<file path="config.mk">
export PLATFORM = sky130hd
export DESIGN_NAME = tp_stream_rx
export DESIGN_NICKNAME = d
export VERILOG_FILES = /design/src/rtl/tp_pkg.sv /design/src/rtl/tp_sat_counter.sv /design/src/rtl/tp_stream_rx.sv
export SDC_FILE = /design/constraint.sdc
export NUM_CORES = 1
export LEC_CHECK = 0
export CORE_AREA = 5 5 141 143
export DETAILED_ROUTE_END_ITERATION = 8
export DIE_AREA = 0 0 146 148
export DONT_BUFFER_PORTS = 1
export SYNTH_ARGS = -nofsm -noshare
export SYNTH_HDL_FRONTEND = slang
export SYNTH_SLANG_ARGS = --single-unit
</file>
<file path="constraint.sdc">
create_clock -name clk -period 4.3 [get_ports clk]
set_input_delay 0.86 -clock clk [delete_from_list [all_inputs] [get_ports clk]]
set_output_delay 0.86 -clock clk [all_outputs]
set_load 0.01 [all_outputs]
</file>
<file path="src/rtl/tp_pkg.sv">
// tp_pkg: shared widths, tags, enums and word-class decode for the TP stream
package tp_pkg;
    localparam int TP_W = 65;
    localparam int TP_META_BIT = 64;
    localparam logic [3:0] TAG_HDR = 4'hA;
    localparam logic [3:0] TAG_FTR = 4'hF;
    typedef enum logic [1:0] {HDR, FTR, DATA, BADTAG} word_class_t;
    typedef enum logic {IDLE, BODY} state_t;
    function automatic word_class_t classify(input logic [TP_W-1:0] w);
        return !w[TP_META_BIT] ? DATA :
               w[63:60] == TAG_HDR ? HDR :
               w[63:60] == TAG_FTR ? FTR : BADTAG;
    endfunction
endpackage

</file>
<file path="src/rtl/tp_sat_counter.sv">
// tp_sat_counter: saturating up-counter with synchronous clear
module tp_sat_counter #(
    parameter int WIDTH = 16
) (
    input  logic             clk,
    input  logic             rst,
    input  logic             clr,
    input  logic             inc,
    output logic [WIDTH-1:0] count
);
    always_ff @(posedge clk or negedge rst) begin
        if (!rst) count <= '0;
        else if (clr) count <= '0;
        else if (inc && count != '1) count <= count + WIDTH'(1);
    end
endmodule

</file>
<file path="src/rtl/tp_stream_rx.sv">
// tp_stream_rx: event framer for the TP stream, forwards payload and reports per-event status
module tp_stream_rx
    import tp_pkg::*;
#(
    parameter int W = TP_W,
    parameter int MAX_WORDS = 4096
) (
    input  logic         clk,
    input  logic         rst,
    input  logic [W-1:0] din,
    input  logic         din_valid,
    output logic [W-2:0] data_out,
    output logic         data_out_valid,
    output logic         data_out_sof,
    output logic         event_done,
    output logic [31:0]  event_l1id,
    output logic [15:0]  event_nwords,
    output logic         event_err,
    output logic [31:0]  n_events,
    output logic [15:0]  n_errors
);
    state_t      state;
    word_class_t cls;
    logic [15:0] wcnt;
    logic [31:0] cur_l1id;
    logic        err_flag, sof_pend, in_body, ftr_err, closing, wc_clr, wc_inc, err_inc;
    always_comb begin
        cls = classify(din);
        in_body = state == BODY;
        ftr_err = wcnt != din[15:0] || int'(wcnt) > MAX_WORDS || err_flag;
        closing = din_valid && in_body && (cls == HDR || cls == FTR);
        wc_clr = din_valid && cls == HDR;
        wc_inc = din_valid && in_body && cls == DATA;
        err_inc = din_valid && (in_body ? (cls == BADTAG || cls == HDR || (cls == FTR && ftr_err)) : cls != HDR);
    end
    tp_sat_counter #(.WIDTH(16)) u_wcnt (
        .clk(clk), .rst(rst), .clr(wc_clr), .inc(wc_inc), .count(wcnt)
    );
    tp_sat_counter #(.WIDTH(16)) u_nerr (
        .clk(clk), .rst(rst), .clr(1'b0), .inc(err_inc), .count(n_errors)
    );
    always_ff @(posedge clk or negedge rst) begin
        if (!rst) begin
            state <= IDLE;
            cur_l1id <= '0;
            err_flag <= 1'b0;
            sof_pend <= 1'b0;
            data_out <= '0;
            data_out_valid <= 1'b0;
            data_out_sof <= 1'b0;
            event_done <= 1'b0;
            event_l1id <= '0;
            event_nwords <= '0;
            event_err <= 1'b0;
            n_events <= '0;
        end else begin
            data_out_valid <= 1'b0;
            data_out_sof <= 1'b0;
            event_done <= 1'b0;
            // a header inside a body closes the old event and opens the new one in one cycle
            if (closing) begin
                event_done <= 1'b1;
                event_l1id <= cur_l1id;
                event_nwords <= wcnt;
                event_err <= cls == HDR || ftr_err;
                n_events <= n_events + 32'd1;
            end
            if (din_valid && cls == HDR) begin
                state <= BODY;
                cur_l1id <= din[31:0];
                err_flag <= 1'b0;
                sof_pend <= 1'b1;
            end
            if (din_valid && in_body && cls == FTR) state <= IDLE;
            if (din_valid && in_body && cls == BADTAG) err_flag <= 1'b1;
            if (din_valid && in_body && cls == DATA) begin
                data_out <= din[W-2:0];
                data_out_valid <= 1'b1;
                data_out_sof <= sof_pend;
                sof_pend <= 1'b0;
            end
        end
    end
endmodule

</file>
# Word level (Yosys, flattened, before mapping)
# Index checks and enable logic that the tools add are counted.
# op_classes
add_sub_neg	3
n_lt_le_gt_ge	1
eq_ne	8
muxes	14
n_reduce_logical	22
# ops
operator	count
adder 16 x 1 -> 16 bit (second input constant)	2
adder 32 x 1 -> 32 bit (second input constant)	1
2-to-1 mux 16 bit	2
!= test 16 bit (second input constant)	2
greater-than comparator 16 x 13 -> 1 bit (second input constant)	1
!= test 16 bit	1
logical AND 1 bit	10
nonzero test 2 bit	5
2-to-1 mux 1 bit	9
equality test 4 bit (second input constant)	2
logical OR 1 bit	6
2-to-1 mux 2 bit	3
equality test 2 bit (second input constant)	2
equality test 2 x 1 -> 1 bit (second input constant)	1
zero test 2 bit	1
# word_totals
regBits	215
inputBits	68
out_inout_bits	164
elab_cells	62

# Logic depth before layout (Yosys ltp)
# Gate-level depths: netlist (run 1).
# depth
depth_word	10
mapped_depth	9
ltp_nobuf	8

# Cells and area by module
# Synthesis (run 1) repeated with hierarchy kept, for this count alone.
# unflattened
cells_unflattened	840
hier_area_um2	9320.2
# modules_own_cells
module	n_inst	cells_each	area_each_um2	seq_area_each_um2
tp_stream_rx	1	644	7435.9	4579.4
tp_sat_counter	2	98	942.2	400.4

# Least setup slack after synthesis (run 1)
# Ideal clock, no wire load.
# synth_path
path_kind	input-to-reg
from	in din[13]
to	reg u_nerr.count[1]
setup_ns	0.125
t_arrival_ns	2.386
required_ns	4.175
slack_ns	1.789
stages	6
n_path_buf	0
cell_sequence	or4_1 > nor4_1 > nand4_1 > o31a_1 > and2_4 > mux2_4
# synth_via
elab_chain_len	8
# synth_lines
element	line	text
start: declaration	tp_stream_rx.sv:10	input logic [W-1:0] din,
!= test 16 bit	tp_stream_rx.sv:30	ftr_err = wcnt != din[15:0] || int'(wcnt) > MAX_WORDS || err_flag;
logical OR 1 bit (2 in a row)	tp_stream_rx.sv:30	
logical AND 1 bit	tp_stream_rx.sv:34	err_inc = din_valid && (in_body ? (cls == BADTAG || cls == HDR || (cls == FTR && ftr_err)) : cls != HDR);
logical OR 1 bit	tp_stream_rx.sv:34	
2-to-1 mux 1 bit	tp_stream_rx.sv:34	
logical AND 1 bit	tp_stream_rx.sv:34	
logical AND 1 bit	tp_sat_counter.sv:14	else if (inc && count != '1) count <= count + WIDTH'(1);
end signal: assignment	tp_sat_counter.sv:14	
end: declaration	tp_sat_counter.sv:9	output logic [WIDTH-1:0] count
# No other way between the ends.
# A chain may end at the register's enable or synchronous reset.

# Final worst setup path (run 1)
# layout_path
from	reg u_wcnt.count[14]
to	reg u_nerr.count[1]
# layout_via
elab_chain_len	8
word_cells_on_any_way	9
classes_between	order compare: 1; eq/ne: 1; mux: 1; reduce/logical: 6
# layout_lines
element	line
start: declaration	tp_sat_counter.sv:9
start signal: assignment	tp_sat_counter.sv:14
greater-than comparator 16 x 13 -> 1 bit / != test 16 bit (equally long branches)	tp_stream_rx.sv:30
logical OR 1 bit * (2 in a row)	tp_stream_rx.sv:30
logical AND 1 bit *	tp_stream_rx.sv:34
logical OR 1 bit *	tp_stream_rx.sv:34
2-to-1 mux 1 bit *	tp_stream_rx.sv:34
logical AND 1 bit *	tp_stream_rx.sv:34
logical AND 1 bit *	tp_sat_counter.sv:14
# Mark *: on every way between the ends. The rest lies on a longest branch, timed or not.

==> impl_results.md, run 1 <==
- Post-DP HPWL: 14300 µm
- PostCTS Resize Cnt: 0
- Post-synthesis mux area share: 0.0653
- Max clock buf depth: 3
- Buffers on Ports: 0
- HP Class: in2async
- Crit. End Element: flop
- Post-synth EDFFs: 0
- Largest net degree at the start of global routing: 216
- Max Fclk: 0.367 GHz
- Total CTS buffers: 24
- Max-cap viol count: 0
- Layout Cells excl Fill: 1088
- Area Growth Syn to Fin: 11.2%
- CTS tree: done
- Cts hold-fix bufs: 0
- Worst ir drop on vdd: 0.323 mV
- Starting Density: 0.479
- Die Y: 148 µm
- Clk sinks: 215
- Post-synthesis adder-cell area fraction: 0.00567
- Global-route wire length before repair: 34400 µm
- Synth Area in XOR/XNOR: 0.0694
- Worst Path Required: 4.70 ns
- Number of synthesized register bits: 215
- Post-route cell area: 0.00982 mm²
- GRT overflow: 0
- Syn Area/Cell: 10.4 µm²
- Vias in the first global route: 6108
- Gate Count Post-Synth: 847
- Kind of critical path: reg2reg
- Total core area: 0.0185 mm²
- Leakage power: 4.85 nW
- Switching Fraction: 0.268
- Boundary pin count: 232
- Crit path max fanout: 16
- N_diodes: 0
- Post-DR vias/cell: 5.42
- Initial DRC count: 314
- Tcrit/Tclk final: 0.634
- DR WL/cell: 19.4 µm
- Clk root buf: clkbuf_16
- Skew final: 0.0128 ns
- Hold slack: 0.0325 ns
- ANT nets after route: 0
- R2r setup slk: 1.58 ns
- Setup tns final: 0 ns
- Clock-pin slew on the worst setup and hold paths: 0.06 ns
- Main combinational cell family by area after synthesis: simple AND/OR/NAND/NOR gates
- Pre-CTS setup slack: 1.22 ns
- Fin util: 0.532
- CP arrival: 3.12 ns
- Power Dens Cells: 526 mW/mm²
- Combinational share of power: 0.078
- # nets final: 909
- FF-to-FF End: u_nerr.count[1]$_DFFE_PN0P_
- Reg2Reg Depth: 6
- Switching pwr: 1.38 mW
- Final Hold Viols: 0
- Register share of total power: 0.517
- Chip Width: 146 µm
- Compound-gate portion of the synthesized area: 0.0173
- Post-Place Cells: 1045
- Worst r2r src: u_wcnt.count[14]$_DFFE_PN0P_
- Max_slew headroom: 0.240
- Yosys Warn Count: 0
- Minimum clock period: 2.72 ns
- Status: finished, final reports clean
- Power consumption: 5.16 mW
- Placement Rows: 50
- RSZ-0062 raised after global routing: false
- Post-CTS Setup Bufs: 0
- Final WL: 21100 µm
- Initial antenna violation count: 0
- Worst-Margin Slew: 1.14 ns
- Clock power frac: 0.405
- Placed inst area: 0.00900 mm²
- Post-synth top flop: dfrtp_1
- Worst setup margin: 1.58 ns
- Register area share after synthesis: 0.609
- Number of distinct library cells after synthesis: 41
- Die area: 0.0216 mm²
- Simple-Gate Fraction of Synth Area: 0.213
- DR pass1 iterations: 4
- Final setup violation count: 0
- Total track usage: 0.195
- Asr flop ratio synth: 1.00
- CP Launch Type: flop
- Syn nets: 919
- Int Pwr: 3.78 mW
- H-tree level count: 1
- DR DRC count: 0
- Via count: 5893
- Proportion of layout cells with a drive suffix above 1: 0.117
- Max-slew violations: 0
- GPL Wtd Cong: 0.802
- Clock Latency Late Sink: 0.52 ns
- Synth Cell Area: 0.00883 mm²
[synth_stat cells (5+ instances only)]
master      n  share of area
nand4_1    22          0.016
inv_1       5         0.0021
xor2_1     17          0.017
nand3_1    30          0.017
buf_2       9         0.0051
o21ai_0     8         0.0045
mux2_2     49          0.062
nor2_1     27          0.011
xnor2_1    53          0.053
and4_1      7         0.0069
nand2_1   316           0.13
a21oi_1     7         0.0040
clkbuf_1   27          0.011
dfrtp_1   215           0.61
and3_1     13         0.0092
nor4_1      5         0.0035
[flip-flops by register name, indices dropped and copies added (netlist names)]
signal / cells
cur_l1id: 32
data_out: 64
data_out_sof: 1
data_out_valid: 1
err_flag: 1
event_done: 1
event_err: 1
event_l1id: 32
event_nwords: 16
in_body: 1
n_events: 32
sof_pend: 1
u_nerr.count: 16
u_wcnt.count: 16
[worst max-delay path, stage by stage (launching register included)]
cell	delay, ns
dfrtp_1	0.45
or4_1	0.60
nor4_1	0.29
nand4_1	0.18
o31a_1	0.53
and2_4	0.25
mux2_4	0.29
[metal layers]
layer  routed length [µm]  up-vias  track usage
met2                 9720      247        0.310
met4                  487        0       0.0475
met3                 2310       40       0.0788
met5                    0        -            0
li1                     -     2729            -
met1                 8550     2877        0.253
[kinds of logic (layout without fill, tap and decap cells)]
kind of cell,after synthesis,after routing
AND/OR/NAND/NOR,440,440
flip-flops,215,215
XOR/XNOR,70,70
multiplexers,51,51
buffers and inverters,44,51
AO/OA/AOI/OAI,23,23
adder cells (fa/ha/maj),4,4
[cell type report]
type                    instances  area [µm²]
well taps                     234         293
repair buffers                  3        22.5
clock buffers                  30         663
inverters                       5        18.8
multi-input cells             588        3280
flip-flops and latches        215        5380
clock inverters                13         159
fillers                      1599        8640
[placed cells by master, fill, tap and decap left out, types with 5 or more instances in the layout]
master and count:
and4_1 7, nand3_1 30, o21ai_0 8, nor4_1 5
xor2_1 17, nand2_1 316, nor2_1 26, mux2_2 49
and3_1 13, xnor2_1 53, a21oi_1 7, nand4_1 22
clkbuf_16 24, clkinv_2 7, dfrtp_1 215
[power by group through the flow]
stage | clock network, mW | registers, mW | logic (mW)
2_1_floorplan | 0 | 2.59 | 0.358
3_3_place_gp | 0 | 2.70 | 0.382
3_5_place_dp | 0 | 2.71 | 0.409
4_1_cts | 2.15 | 2.68 | 0.407
5_1_grt | 2.24 | 2.71 | 0.464
6_report | 2.09 | 2.67 | 0.401
[worst max path at each step]
stage | cells past startpoint | end | startpoint
floorplan | 6 | u_nerr.count[1]$_DFFE_PN0P_ | din[13]
global placement | 6 | u_nerr.count[1]$_DFFE_PN0P_ | din[13]
detailed placement | 6 | u_nerr.count[1]$_DFFE_PN0P_ | din[13]
CTS | 6 | u_nerr.count[1]$_DFFE_PN0P_ | u_wcnt.count[14]$_DFFE_PN0P_
global route | 6 | u_nerr.count[1]$_DFFE_PN0P_ | u_wcnt.count[14]$_DFFE_PN0P_
finish | 6 | u_nerr.count[1]$_DFFE_PN0P_ | u_wcnt.count[14]$_DFFE_PN0P_
(Power assumes the default switching activity.)
==> run 2: changes to the inputs <==
==> constraint.sdc (replaced) <==
create_clock -name clk -period 2.59 [get_ports clk]
set_input_delay 0.518 -clock clk [delete_from_list [all_inputs] [get_ports clk]]
set_output_delay 0.518 -clock clk [all_outputs]
set_load 0.01 [all_outputs]
==> run 2 against run 1 <==
The flow now finishes with violations (hold timing). Flip-flop and latch count did not move. Final area increased by 0.15%. Sequential share of layout area fell by 0.084 points. Critical path type unchanged. Critical endpoint is now u_nerr.count[12]$_DFFE_PN0P_.
==> impl_results.md, run 2 (same netlist as run 1, synthesis figures left out) <==
- Status: complete, but fails checks
- Failing checks: hold timing
- Clock Latency Late Sink: 0.50 ns
- Post-DP HPWL: 14800 µm
- PostCTS Resize Cnt: 0
- Die Y: 148 µm
- Worst ir drop on vdd: 0.472 mV
- Largest net degree at the start of global routing: 216
- Initial DRC count: 301
- Final setup violation count: 0
- Clk sinks: 215
- Chip Width: 146 µm
- Max-slew violations: 0
- Max Fclk: 0.430 GHz
- Clock-pin slew on the worst setup and hold paths: 0.06 ns
- Total track usage: 0.196
- Crit. End Element: flop
- Final Hold Viols: 215
- Proportion of layout cells with a drive suffix above 1: 0.123
- FF-to-FF End: u_nerr.count[12]$_DFFE_PN0P_
- Power Dens Cells: 835 mW/mm²
- Worst r2r src: u_wcnt.count[14]$_DFFE_PN0P_
- Placement Rows: 50
- GPL Wtd Cong: 0.794
- Hold slack: -0.286 ns
- DR DRC count: 0
- Boundary pin count: 232
- Total core area: 0.0185 mm²
- CP Capture Point: u_nerr.count[12]$_DFFE_PN0P_
- DR WL/cell: 19.4 µm
- Max-cap viol count: 0
- Clk root buf: clkbuf_16
- # nets final: 923
- Die area: 0.0216 mm²
- Via count: 5936
- Vias in the first global route: 6198
- Max clock buf depth: 3
- Top reg by flops: data_out
- Initial antenna violation count: 0
- Buffers on Ports: 0
- ANT nets after route: 0
- GRT overflow: 0
- Filler cells: 1606
- Total CTS buffers: 23
- N_diodes: 0
- DR pass1 iterations: 5
- H-tree level count: 1
- Leakage power: 4.87 nW
- Kind of critical path: reg2reg
- CP Launch Type: flop
- Area Growth Syn to Fin: 11.3%
- Commonest non-fill, non-tap cell in the layout: nand2_1
- RSZ-0062 raised after global routing: false
- Reg2Reg Depth: 7
- Global-route wire length before repair: 34700 µm
- Number of flip-flops in the largest register: 64
- Worst Path Required: 3.00 ns
- HP Class: in2async
- Starting Density: 0.479
- Tcrit/Tclk final: 0.898
- CTS tree: done
- Setup tns final: 0 ns
- Most frequent cells in the layout: nand2_1, dfrtp_1, xnor2_1
- R2r setup slk: 0.26 ns
- Worst-Margin Slew: 0.880 ns
- Max_slew headroom: 0.398
- Crit. Startpoint: u_wcnt.count[14]$_DFFE_PN0P_
- Minimum clock period: 2.33 ns
- Final WL: 21300 µm
- Skew final: 0.0129 ns
- CP arrival: 2.74 ns
- Post-DR vias/cell: 5.41
- Crit path max fanout: 15
-- run 2: cell count changes in the layout (fill, tap and decap cells not counted) --
cell and delta:
bufinv_16 -2, inv_6 +1, buf_12 +1, clkbuf_8 +1, clkinv_4 -2, clkbuf_1 +3, clkbuf_16 -1, clkinv_2 -5
clkinv_8 -1, buf_4 +14
-- run 2: worst min-delay path by stage --
stage | endpoint | cells after the start | startpoint | slack (ns)
final | event_l1id[8]$_DFFE_PN0P_ | 0 | rst | -0.29
after global routing | cur_l1id[10]$_DFFE_PN0P_ | 0 | rst | -0.31
after CTS | event_nwords[5]$_DFFE_PN0P_ | 0 | rst | -0.30
after detailed placement | event_l1id[10]$_DFFE_PN0P_ | 0 | rst | 0.23
after global placement | event_l1id[10]$_DFFE_PN0P_ | 0 | rst | 0.23
after floorplan | cur_l1id[0]$_DFFE_PN0P_ | 0 | rst | 0.22
-- run 2: critical path, stage by stage, from the launching register on --
cell and delay (ns):
dfrtp_1 0.44, or4_1 0.54, nor4_1 0.19, nand4_1 0.18
o31a_1 0.36, buf_4 0.21, and4_1 0.19, a21oi_1 0.14
-- run 2: where the power goes --
| group | total, mW | switching (mW) | internal [mW] |
|---|---|---|---|
| registers | 4.40 | 0.584 | 3.82 |
| clock network | 3.09 | 1.23 | 1.86 |
| logic | 0.716 | 0.353 | 0.363 |
-- run 2: timing repair --
item,CTS,global route
endpoints found under the setup margin,0,0
buffers inserted,0,0
endpoints found under the hold margin,215,215
-- run 2: cell type report --
type	count	area [µm²]	area share
Sequential cell	215	5380	0.547
Timing Repair Buffer	18	148	0.0150
Tap cell	234	293	0.0298
Inverter	5	18.8	0.00191
Clock inverter	4	48.8	0.00496
Clock buffer	33	663	0.0674
Multi-Input combinational cell	588	3280	0.334
-- run 2: per-stage QoR --
step                      total power [mW]   util  std cells  cell area (µm²)  setup slack (ns)
after floorplan                       4.89      -        847             8830             0.421
after global placement                5.15  0.494       1060             9120             0.249
after CTS                             8.34  0.533       1097             9830             0.256
after global routing                  8.64  0.533       1097             9830             0.153
after detailed placement              5.19  0.494       1060             9120             0.239
final                                 8.21  0.533       1097             9830             0.265
-- run 2: metal layers --
layer  up-vias  routed length, µm  GRT usage
met4         0                345     0.0456
met3        26               2120     0.0699
met1      2924               8960      0.260
met5         -                  0          0
li1       2758                  -          -
met2       228               9870      0.314
==> run 3: changes to the inputs <==
--- a/config.mk
+++ b/config.mk
@@ -9,6 +9,7 @@
 export DETAILED_ROUTE_END_ITERATION = 8
 export DIE_AREA = 0 0 146 148
 export DONT_BUFFER_PORTS = 1
+export SLEW_MARGIN = 25
 export SYNTH_ARGS = -nofsm -noshare
 export SYNTH_HDL_FRONTEND = slang
 export SYNTH_SLANG_ARGS = --single-unit
==> results of run 3 <==
No change in the layout: final DEF, timing and power equal those of run 2.
